## config.mk

```make
export PLATFORM = sky130hd
export DESIGN_NAME = reset_sequencer_flat
export DESIGN_NICKNAME = d
export VERILOG_FILES = /design/src/rtl/reset_sequencer_if.sv /design/src/rtl/reset_sequencer.sv /design/src/flat_wrapper.sv
export SDC_FILE = /design/constraint.sdc
export NUM_CORES = 1
export LEC_CHECK = 0
export ABC_AREA = 1
export CAP_MARGIN = 15
export CORE_UTILIZATION = 43
export CTS_BUF_LIST = sky130_fd_sc_hd__clkbuf_2
export CTS_CLUSTER_SIZE = 24
export DETAILED_ROUTE_END_ITERATION = 16
export GPL_TIMING_DRIVEN = 0
export PLACE_DENSITY = 0.64
export SLEW_MARGIN = 20
export SYNTH_ARGS = -nofsm -noshare
export SYNTH_HDL_FRONTEND = slang
export SYNTH_SLANG_ARGS = --single-unit
export TNS_END_PERCENT = 20
```

## constraint.sdc

```tcl
create_clock -name i_clock -period 2 [get_ports i_clock]
set_clock_uncertainty 0.2 [all_clocks]
set_input_delay 0.2 -clock i_clock [delete_from_list [all_inputs] [get_ports i_clock]]
set_output_delay 0.2 -clock i_clock [all_outputs]
set_load 0.01 [all_outputs]
```

## src/rtl/reset_sequencer_if.sv

```systemverilog
// Board reset sequencer signal bundle: lock/boot/soft-reset inputs and domain reset requests.
// The master side is the sequencer; the slave side is the board top that drives and consumes it.
interface reset_sequencer_if;
  logic       i_locked;
  logic       i_soft_rst;
  logic       i_boot_sw;
  logic       o_reset_100MHz;
  logic       o_reset_50MHz;
  logic       o_reset_25MHz;
  logic       o_boot;
  logic       o_ready;
  logic [2:0] o_state;
  logic [7:0] o_seq_count;

  modport master (
    input  i_locked, i_soft_rst, i_boot_sw,
    output o_reset_100MHz, o_reset_50MHz, o_reset_25MHz,
    output o_boot, o_ready, o_state, o_seq_count
  );

  modport slave (
    output i_locked, i_soft_rst, i_boot_sw,
    input  o_reset_100MHz, o_reset_50MHz, o_reset_25MHz,
    input  o_boot, o_ready, o_state, o_seq_count
  );
endinterface

```

## src/rtl/reset_sequencer.sv

```systemverilog
// Board-level reset sequencer: qualifies MMCM lock, holds all domains in reset, then
// releases 100/50/25 MHz reset requests in staggered order and latches the boot switch.
module reset_sequencer #(
  parameter int unsigned HOLD_CYCLES    = 63,
  parameter int unsigned STAGGER_CYCLES = 4,
  parameter int unsigned CNT_W          = 8
) (
  input  logic               i_clock,
  input  logic               i_reset_n,
  reset_sequencer_if.master  bus
);

  localparam int unsigned SEQ_W = 8;
  localparam logic [CNT_W-1:0] HOLD_LOAD    = CNT_W'(HOLD_CYCLES);
  localparam logic [CNT_W-1:0] STAGGER_LOAD = CNT_W'(STAGGER_CYCLES - 1);
  localparam logic [SEQ_W-1:0] SEQ_MAX      = '1;

  typedef enum logic [2:0] {
    ST_WAIT_LOCK = 3'd0,
    ST_HOLD      = 3'd1,
    ST_REL_100   = 3'd2,
    ST_REL_50    = 3'd3,
    ST_REL_25    = 3'd4,
    ST_RUN       = 3'd5
  } state_t;

  wire w_clock_25MHz = i_clock;

  state_t           r_state;
  logic [CNT_W-1:0] r_count;
  logic [SEQ_W-1:0] r_seq_count;
  logic             r_lock_meta;
  logic             r_lock_sync;
  logic             r_boot_meta;
  logic             r_boot_sync;
  logic             r_reset_100;
  logic             r_reset_50;
  logic             r_reset_25;
  logic             r_boot;
  logic             r_ready;

  // Sequencer FSM with synchronisers; every output is updated on the edge of its transition.
  always_ff @(posedge w_clock_25MHz or negedge i_reset_n) begin
    if (!i_reset_n) begin
      r_state     <= ST_WAIT_LOCK;
      r_count     <= '0;
      r_seq_count <= '0;
      r_lock_meta <= 1'b0;
      r_lock_sync <= 1'b0;
      r_boot_meta <= 1'b0;
      r_boot_sync <= 1'b0;
      r_reset_100 <= 1'b1;
      r_reset_50  <= 1'b1;
      r_reset_25  <= 1'b1;
      r_boot      <= 1'b0;
      r_ready     <= 1'b0;
    end else begin
      r_lock_meta <= bus.i_locked;
      r_lock_sync <= r_lock_meta;
      r_boot_meta <= bus.i_boot_sw;
      r_boot_sync <= r_boot_meta;

      // Lock loss overrides everything, including a pending soft reset.
      if ((r_state != ST_WAIT_LOCK) && !r_lock_sync) begin
        r_state     <= ST_WAIT_LOCK;
        r_count     <= '0;
        r_reset_100 <= 1'b1;
        r_reset_50  <= 1'b1;
        r_reset_25  <= 1'b1;
        r_ready     <= 1'b0;
      end else begin
        case (r_state)
          ST_WAIT_LOCK: begin
            if (r_lock_sync) begin
              r_state <= ST_HOLD;
              r_count <= HOLD_LOAD;
            end
          end
          ST_HOLD: begin
            if (r_count == '0) begin
              r_state     <= ST_REL_100;
              r_count     <= STAGGER_LOAD;
              r_boot      <= r_boot_sync;
              r_reset_100 <= 1'b0;
            end else begin
              r_count <= r_count - CNT_W'(1);
            end
          end
          ST_REL_100: begin
            if (r_count == '0) begin
              r_state    <= ST_REL_50;
              r_count    <= STAGGER_LOAD;
              r_reset_50 <= 1'b0;
            end else begin
              r_count <= r_count - CNT_W'(1);
            end
          end
          ST_REL_50: begin
            if (r_count == '0) begin
              r_state    <= ST_REL_25;
              r_count    <= STAGGER_LOAD;
              r_reset_25 <= 1'b0;
            end else begin
              r_count <= r_count - CNT_W'(1);
            end
          end
          ST_REL_25: begin
            if (r_count == '0) begin
              r_state <= ST_RUN;
              r_ready <= 1'b1;
              if (r_seq_count != SEQ_MAX) begin
                r_seq_count <= r_seq_count + SEQ_W'(1);
              end
            end else begin
              r_count <= r_count - CNT_W'(1);
            end
          end
          ST_RUN: begin
            if (bus.i_soft_rst) begin
              r_state     <= ST_HOLD;
              r_count     <= HOLD_LOAD;
              r_reset_100 <= 1'b1;
              r_reset_50  <= 1'b1;
              r_reset_25  <= 1'b1;
              r_ready     <= 1'b0;
            end
          end
          default: begin
            r_state     <= ST_WAIT_LOCK;
            r_count     <= '0;
            r_reset_100 <= 1'b1;
            r_reset_50  <= 1'b1;
            r_reset_25  <= 1'b1;
            r_ready     <= 1'b0;
          end
        endcase
      end
    end
  end

  assign bus.o_reset_100MHz = r_reset_100;
  assign bus.o_reset_50MHz  = r_reset_50;
  assign bus.o_reset_25MHz  = r_reset_25;
  assign bus.o_boot         = r_boot;
  assign bus.o_ready        = r_ready;
  assign bus.o_state        = r_state;
  assign bus.o_seq_count    = r_seq_count;

endmodule

```

## src/flat_wrapper.sv

```systemverilog
// flat-port wrapper written by rule: the top's interface ports become plain ports
module reset_sequencer_flat 
#(
  parameter int unsigned HOLD_CYCLES    = 63,
  parameter int unsigned STAGGER_CYCLES = 4,
  parameter int unsigned CNT_W          = 8
)
  (i_clock, i_reset_n, bus_i_locked, bus_i_soft_rst, bus_i_boot_sw, bus_o_reset_100MHz, bus_o_reset_50MHz, bus_o_reset_25MHz, bus_o_boot, bus_o_ready, bus_o_state, bus_o_seq_count);
  reset_sequencer_if bus_i ();
  input  logic i_clock;
  input  logic i_reset_n;
  input wire logic [$bits(bus_i.i_locked)-1:0] bus_i_locked;
  input wire logic [$bits(bus_i.i_soft_rst)-1:0] bus_i_soft_rst;
  input wire logic [$bits(bus_i.i_boot_sw)-1:0] bus_i_boot_sw;
  output wire logic [$bits(bus_i.o_reset_100MHz)-1:0] bus_o_reset_100MHz;
  output wire logic [$bits(bus_i.o_reset_50MHz)-1:0] bus_o_reset_50MHz;
  output wire logic [$bits(bus_i.o_reset_25MHz)-1:0] bus_o_reset_25MHz;
  output wire logic [$bits(bus_i.o_boot)-1:0] bus_o_boot;
  output wire logic [$bits(bus_i.o_ready)-1:0] bus_o_ready;
  output wire logic [$bits(bus_i.o_state)-1:0] bus_o_state;
  output wire logic [$bits(bus_i.o_seq_count)-1:0] bus_o_seq_count;
  assign bus_i.i_locked = bus_i_locked;
  assign bus_i.i_soft_rst = bus_i_soft_rst;
  assign bus_i.i_boot_sw = bus_i_boot_sw;
  assign bus_o_reset_100MHz = bus_i.o_reset_100MHz;
  assign bus_o_reset_50MHz = bus_i.o_reset_50MHz;
  assign bus_o_reset_25MHz = bus_i.o_reset_25MHz;
  assign bus_o_boot = bus_i.o_boot;
  assign bus_o_ready = bus_i.o_ready;
  assign bus_o_state = bus_i.o_state;
  assign bus_o_seq_count = bus_i.o_seq_count;
  reset_sequencer #(.HOLD_CYCLES(HOLD_CYCLES), .STAGGER_CYCLES(STAGGER_CYCLES), .CNT_W(CNT_W)) u_core (.i_clock(i_clock), .i_reset_n(i_reset_n), .bus(bus_i));
endmodule
```

; Word-level counts from Yosys, hierarchy flattened
; Index checks and enable logic that the tools add are counted.
[totals]
regBits = 28
wordCells = 76
out_inout_bits = 16
inputBits = 5
[op_classes]
n_bitwise = 1
n_mux = 26
eq_ne = 17
n_reduce_logical = 18
addsub = 2
[op_table]
columns = cell, count
row1 = $mux 8, 5
row2 = $pmux 8 s4, 1
row3 = $mux 3, 7
row4 = $pmux 3 s6, 1
row5 = $reduce_and 3->1, 6
row6 = $reduce_or 4->1, 4
row7 = $ne 3x1->1 const B, 5
row8 = $pmux 1 s3, 4
row9 = $add 8x1->8 const B, 1
row10 = $logic_not 8->1, 1
row11 = $mux 1, 8
row12 = $ne 2x1->1 const B, 4
row13 = $ne 8x8->1 const B, 1
row14 = $sub 8x1->8 const B, 1
row15 = $eq 3x2->1 const B, 2
row16 = $eq 3x3->1 const B, 2
row17 = $ne 3x2->1 const B, 2
row18 = $reduce_and 6->1, 1
row19 = $reduce_and 4->1, 1
row20 = $eq 3x1->1 const B, 1
row21 = $logic_not 3->1, 1
row22 = $reduce_bool 3->1, 1
row23 = $reduce_or 3->1, 1
row24 = $logic_and 1x1->1, 1
row25 = other kinds (2), 2

; Depth between registers and ports, before layout
[logic_depth]
depth_word = 4
depth_mapped = 10
mapped_depth_nobuf = 10

; Worst setup path before layout
; OpenSTA, ideal clock, no wires.
[synth_timing]
path_type = register to register
from = register u_core.r_count[0]
to = register u_core.r_seq_count[0] (netlist: u_core.bus.o_seq_count[0])
period_less_slack_ns = 1.710
t_arrival_ns = 1.383
setup_ns = 0.127
path_slack_ns = 0.290
n_path_buf = 1
path_stages_with_launch = 8
required_ns = 1.673
path_cell_list = dfrtp_1 > inv_1 > ha_1 > nand2_2 > nor2_8 > nand3_1 > buf_4 > xnor2_2
[synth_via]
elab_chain_len = 2
[synth_lines]
columns = item, line_no
row1 = from (decl), reset_sequencer.sv:30  ; logic [CNT_W-1:0] r_count;
row2 = from (signal assigned), reset_sequencer.sv:86  ; r_count <= r_count - CNT_W'(1);
row3 = from (signal assigned), reset_sequencer.sv:95  ; r_count <= r_count - CNT_W'(1);
row4 = from (signal assigned), reset_sequencer.sv:104  ; r_count <= r_count - CNT_W'(1);
row5 = $logic_not 8->1, reset_sequencer.sv:108  ; if (r_count == '0) begin
row6 = $reduce_and 4->1 (no line), --
row7 = to (signal assigned), reset_sequencer.sv:112  ; r_seq_count <= r_seq_count + SEQ_W'(1);
row8 = to (decl), reset_sequencer.sv:31  ; logic [SEQ_W-1:0] r_seq_count;
; No other way between the ends.
; A chain may end at the register's enable or synchronous reset.

; Final worst setup path
[layout_timing]
from = register u_core.r_state[1] (netlist: u_core.bus.o_state[1])
to = output bus_o_state[1]
[layout_rtl]
columns = item, line_no
row1 = from (decl), reset_sequencer.sv:29  ; state_t r_state;
row2 = from (signal assigned), reset_sequencer.sv:45  ; r_state <= ST_WAIT_LOCK;
row3 = from (signal assigned), reset_sequencer.sv:65  ; r_state <= ST_WAIT_LOCK;
row4 = from (signal assigned), reset_sequencer.sv:75  ; r_state <= ST_HOLD;
row5 = to (decl), flat_wrapper.sv:20  ; output wire logic [$bits(bus_i.o_state)-1:0] bus_o_state;
; No word-level cell between the ends.

==> summary.log <==
[outcome] outcome finished clean
[grt] largest net degree at the start of global routing 29
[worst_setup_path] Crit path max-delay family buffers and inverters
[floorplan] starting density of the core 45.5%
[clock_network] clock latency of the later-clocked register in the worst-skew pair 0.37 ns
[worst_setup_path] Arrival @ worst endpoint 1.54 ns
[sta] worst rel slew slack 56.9%
[worst_setup_path] type of element launching the critical path flop
[worst_setup_path] length in cells of the worst reg-to-reg path 7
[clock_network] clk slew on worst S/H paths 0.26 ns
[yosys] Avg Synthesized Cell Area 7.48 um^2
[sta] smallest setup slack after layout 0.0641 ns
[hold_path] instance count along the most critical hold path 1
[worst_setup_path] reg-to-reg critical path endpoint u_core.bus.o_seq_count[0]
[sta] fin crit share 96.8%
[clock_network] Sink Count 28
[floorplan] Die Width 64.7 um
[grt] vias in the first global route 1340
[worst_setup_path] Crit-path slowest cell sky130_fd_sc_hd__clkdlybuf4s50_1
[routing] overall routed net length 3300 um
[sta] hold slack 0.0353 ns
[floorplan] core area 3720 um^2
[sta] number of endpoints failing setup at the final stage 0
[pwr] switching component of the power 1.29 mW
[finish] number of cells in the finished layout apart from fillers 300
[sta] slew at the pin closest to its max-slew limit 0.647 ns
[worst_setup_path] Reg2Reg Setup Slack 0.13 ns
[clock_network] clock tree from TritonCTS built
[yosys] largest cells by area after synthesis sky130_fd_sc_hd__dfrtp_1 37%, sky130_fd_sc_hd__nand2_1 19%, sky130_fd_sc_hd__nand3_1 6.2%
[sta] max-slew violations 0
[clock_network] number of buffers created by CTS 3
[worst_setup_path] delay of the slowest cell on the worst path 0.60 ns
[routing] routed vias/inst 4.68
[routing] Pre-antenna DRT Iters 4
[worst_setup_path] worst-path cell chain clkdlybuf4s50_1
[worst_setup_path] destination of the critical timing path bus_o_state[1]
[yosys] Yosys top cell area share 37.0%
[pwr] relative contribution of combinational cells to total power 57.6%
[pwr] internal power 1.40 mW
[worst_setup_path] instance count on the critical path 1
[clock_network] total number of H-tree levels 1
[sta] final period demand of the worst path 1.94 ns
[floorplan] # IOs 21
[finish] share of post-route cells with drive strength above 1 14.3%
[floorplan] die area 4190 um^2
[hold_path] Worst Hold Class in2reg
[finish] highest-count cells in the layout ignoring fill and taps 86 x sky130_fd_sc_hd__nand2_1, 25 x sky130_fd_sc_hd__dfrtp_1, 21 x sky130_fd_sc_hd__nand3_1, 19 x sky130_fd_sc_hd__clkdlybuf4s50_1, 17 x sky130_fd_sc_hd__inv_1
[routing] violation count after the first detailed-routing iteration 79
[sta] setup repair after global routing missed its margin true
[worst_setup_path] combined buffer and inverter count along the critical path 1
[worst_setup_path] beginning of the critical path u_core.bus.o_state[1]
[grt] total grt overflow 0
[finish] antenna cells 0
[routing] vias after detailed routing 1404
[yosys] synthesized netlist net count 233
[yosys] number of synthesis warnings 0
[floorplan] Vert. Die Dim 64.7 um
[pwr] static power due to leakage 1.00 nW
[pwr] power density relative to cell area 1350 nW/um^2
[sta] count of endpoints failing hold in the final timing report 0
[grt] global-route wire length before repair 5800 um
[yosys] flop and latch count out of synthesis 28
[place] dpl cells 294
[worst_setup_path] top fanout value on the critical path 7
[yosys] share of the yosys chip area belonging to registers 41.7%
[worst_setup_path] Worst setup EP type output pin
[place] port buffer count 20
[worst_setup_path] Data required, critical path 1.60 ns
[pwr] power share of the sequential group 33.9%
[clock_network] Clock Root Buffer sky130_fd_sc_hd__clkbuf_2
[routing] number of nets with antenna violations after routing 0
[place] post-placement worst setup slack 0.140 ns
[floorplan] Row Count 22
[yosys] Cells after Synth 226
[worst_setup_path] worst flop-to-flop path startpoint u_core.r_count[0]
[clock_network] number of buffers on the longest clock path 2
[finish] growth of design area from synthesis to finish 17.9%
[yosys] Netlist cell types 28
[yosys] cell area after synthesis 1690 um^2
[pwr] share of total power in the clock network 8.4%
[sta] top achievable clock speed 517 MHz
[finish] leading cell type in the layout, fill and taps excluded sky130_fd_sc_hd__nand2_1
[pwr] worst vdd ir 0.577 mV
[place] Routability Congestion 0.888
[pwr] switching power as a share of total power 47.9%
[finish] fin nets 260
[worst_setup_path] critical path start-end classification reg2out
[place] hpwl dp 2450 um
[flow_run] max capacitance violation total 0
[grt] number of antenna violations at the first check in global routing 0
[routing] routed length per placed instance 11.0 um
[yosys] top cell type by total area after synthesis sky130_fd_sc_hd__dfrtp_1
[grt] overall routing resource usage 17.7%
[routing] drt drc 0
[worst min path at each step]
stage	from	to	slack, ns
2_1_floorplan	i_reset_n	u_core.bus.o_boot	-0.30
3_3_place_gp	u_core.r_boot_meta	u_core.r_boot_sync	0.13
3_5_place_dp	i_reset_n	u_core.bus.o_state[1]	0.07
4_1_cts	bus_i_locked	u_core.r_lock_meta	0.02
5_1_grt	bus_i_boot_sw	u_core.r_boot_meta	0.01
6_report	bus_i_boot_sw	u_core.r_boot_meta	0.04
[sequential cells by signal (all words and copies together) (netlist names)]
| signal | cells |
|---|---|
| u_core.bus.o_ready | 1 |
| u_core.r_boot_meta | 1 |
| u_core.r_lock_sync | 1 |
| u_core.bus.o_boot | 1 |
| u_core.bus.o_seq_count | 8 |
| u_core.r_count | 8 |
| u_core.bus.o_state | 3 |
| u_core.r_boot_sync | 1 |
| u_core.bus.o_reset_25MHz | 1 |
| u_core.r_lock_meta | 1 |
| u_core.bus.o_reset_100MHz | 1 |
| u_core.bus.o_reset_50MHz | 1 |
[layer usage]
layer  routed length, um  vias to the layer above  global-route usage, %
li1                    -                      762                      -
met1                1810                      622                   25.2
met2                1370                       18                   28.0
met3                  94                        2                   2.99
met4                  22                        0                   4.17
met5                   0                        -                      0
[final cells by class]
cell class / count / area [um^2]
multi-input cells: 175 / 900
plain buffers: 2 / 15.0
clock buffers: 4 / 20.0
inverters: 21 / 78.8
flip-flops and latches: 28 / 704
fillers: 372 / 1720
well taps: 48 / 60.1
repair buffers: 22 / 215
[logic make-up after synthesis]
| kind of cell | after synthesis | synth area share [%] |
|---|---|---|
| flip-flops | 28 | 41.7 |
| AND/OR/NAND/NOR | 149 | 40.9 |
| AO/OA/AOI/OAI | 16 | 5.85 |
| XOR/XNOR | 8 | 4.59 |
| adder cells (fa/ha/maj) | 2 | 1.48 |
| buffers and inverters | 23 | 5.55 |
[cells in the mapped netlist]
cell type and instances:
sky130_fd_sc_hd__a21oi_1 2, sky130_fd_sc_hd__buf_4 2, sky130_fd_sc_hd__clkinv_1 1, sky130_fd_sc_hd__dfrtp_1 25, sky130_fd_sc_hd__dfstp_2 3, sky130_fd_sc_hd__ha_1 2, sky130_fd_sc_hd__inv_1 17, sky130_fd_sc_hd__inv_2 3
sky130_fd_sc_hd__nand2_1 86, sky130_fd_sc_hd__nand2_2 7, sky130_fd_sc_hd__nand2_4 1, sky130_fd_sc_hd__nand3_1 21, sky130_fd_sc_hd__nand3b_1 4, sky130_fd_sc_hd__nand4_1 2, sky130_fd_sc_hd__nor2_1 16, sky130_fd_sc_hd__nor2_2 5
sky130_fd_sc_hd__nor2_4 3, sky130_fd_sc_hd__nor2_8 1, sky130_fd_sc_hd__nor3_1 2, sky130_fd_sc_hd__nor3_2 1, sky130_fd_sc_hd__o21ai_0 7, sky130_fd_sc_hd__o21ai_1 1, sky130_fd_sc_hd__o21ai_2 3, sky130_fd_sc_hd__o21bai_1 2
sky130_fd_sc_hd__o31ai_1 1, sky130_fd_sc_hd__xnor2_1 5, sky130_fd_sc_hd__xnor2_2 1, sky130_fd_sc_hd__xor2_1 2
[per-stage QoR]
step	power [mW]	setup TNS [ns]	util, %	instance area [um^2]
floorplan	2.05	0	-	1690
global placement	2.46	0	52.5	1950
detailed placement	2.47	0	52.4	1950
CTS	2.70	0	53.2	1980
global route	2.96	-0.00446	53.6	1990
finish	2.69	0	53.6	1990
[power groups by stage]
stage | clock (mW) | combinational (mW) | sequential (mW)
floorplan | 0 | 1.12 | 0.934
global placement | 0 | 1.53 | 0.927
detailed placement | 0 | 1.55 | 0.926
CTS | 0.236 | 1.55 | 0.914
global route | 0.251 | 1.78 | 0.936
finish | 0.226 | 1.55 | 0.914
[timing repair]
item,4_1_cts,5_1_grt
resized for setup,0,2
hold endpoints to repair,25,1
endpoints found under the setup margin,0,19
buffers inserted,0,0
hold buffers,1,1
No activity file was read; power rests on OpenSTA's default activity.
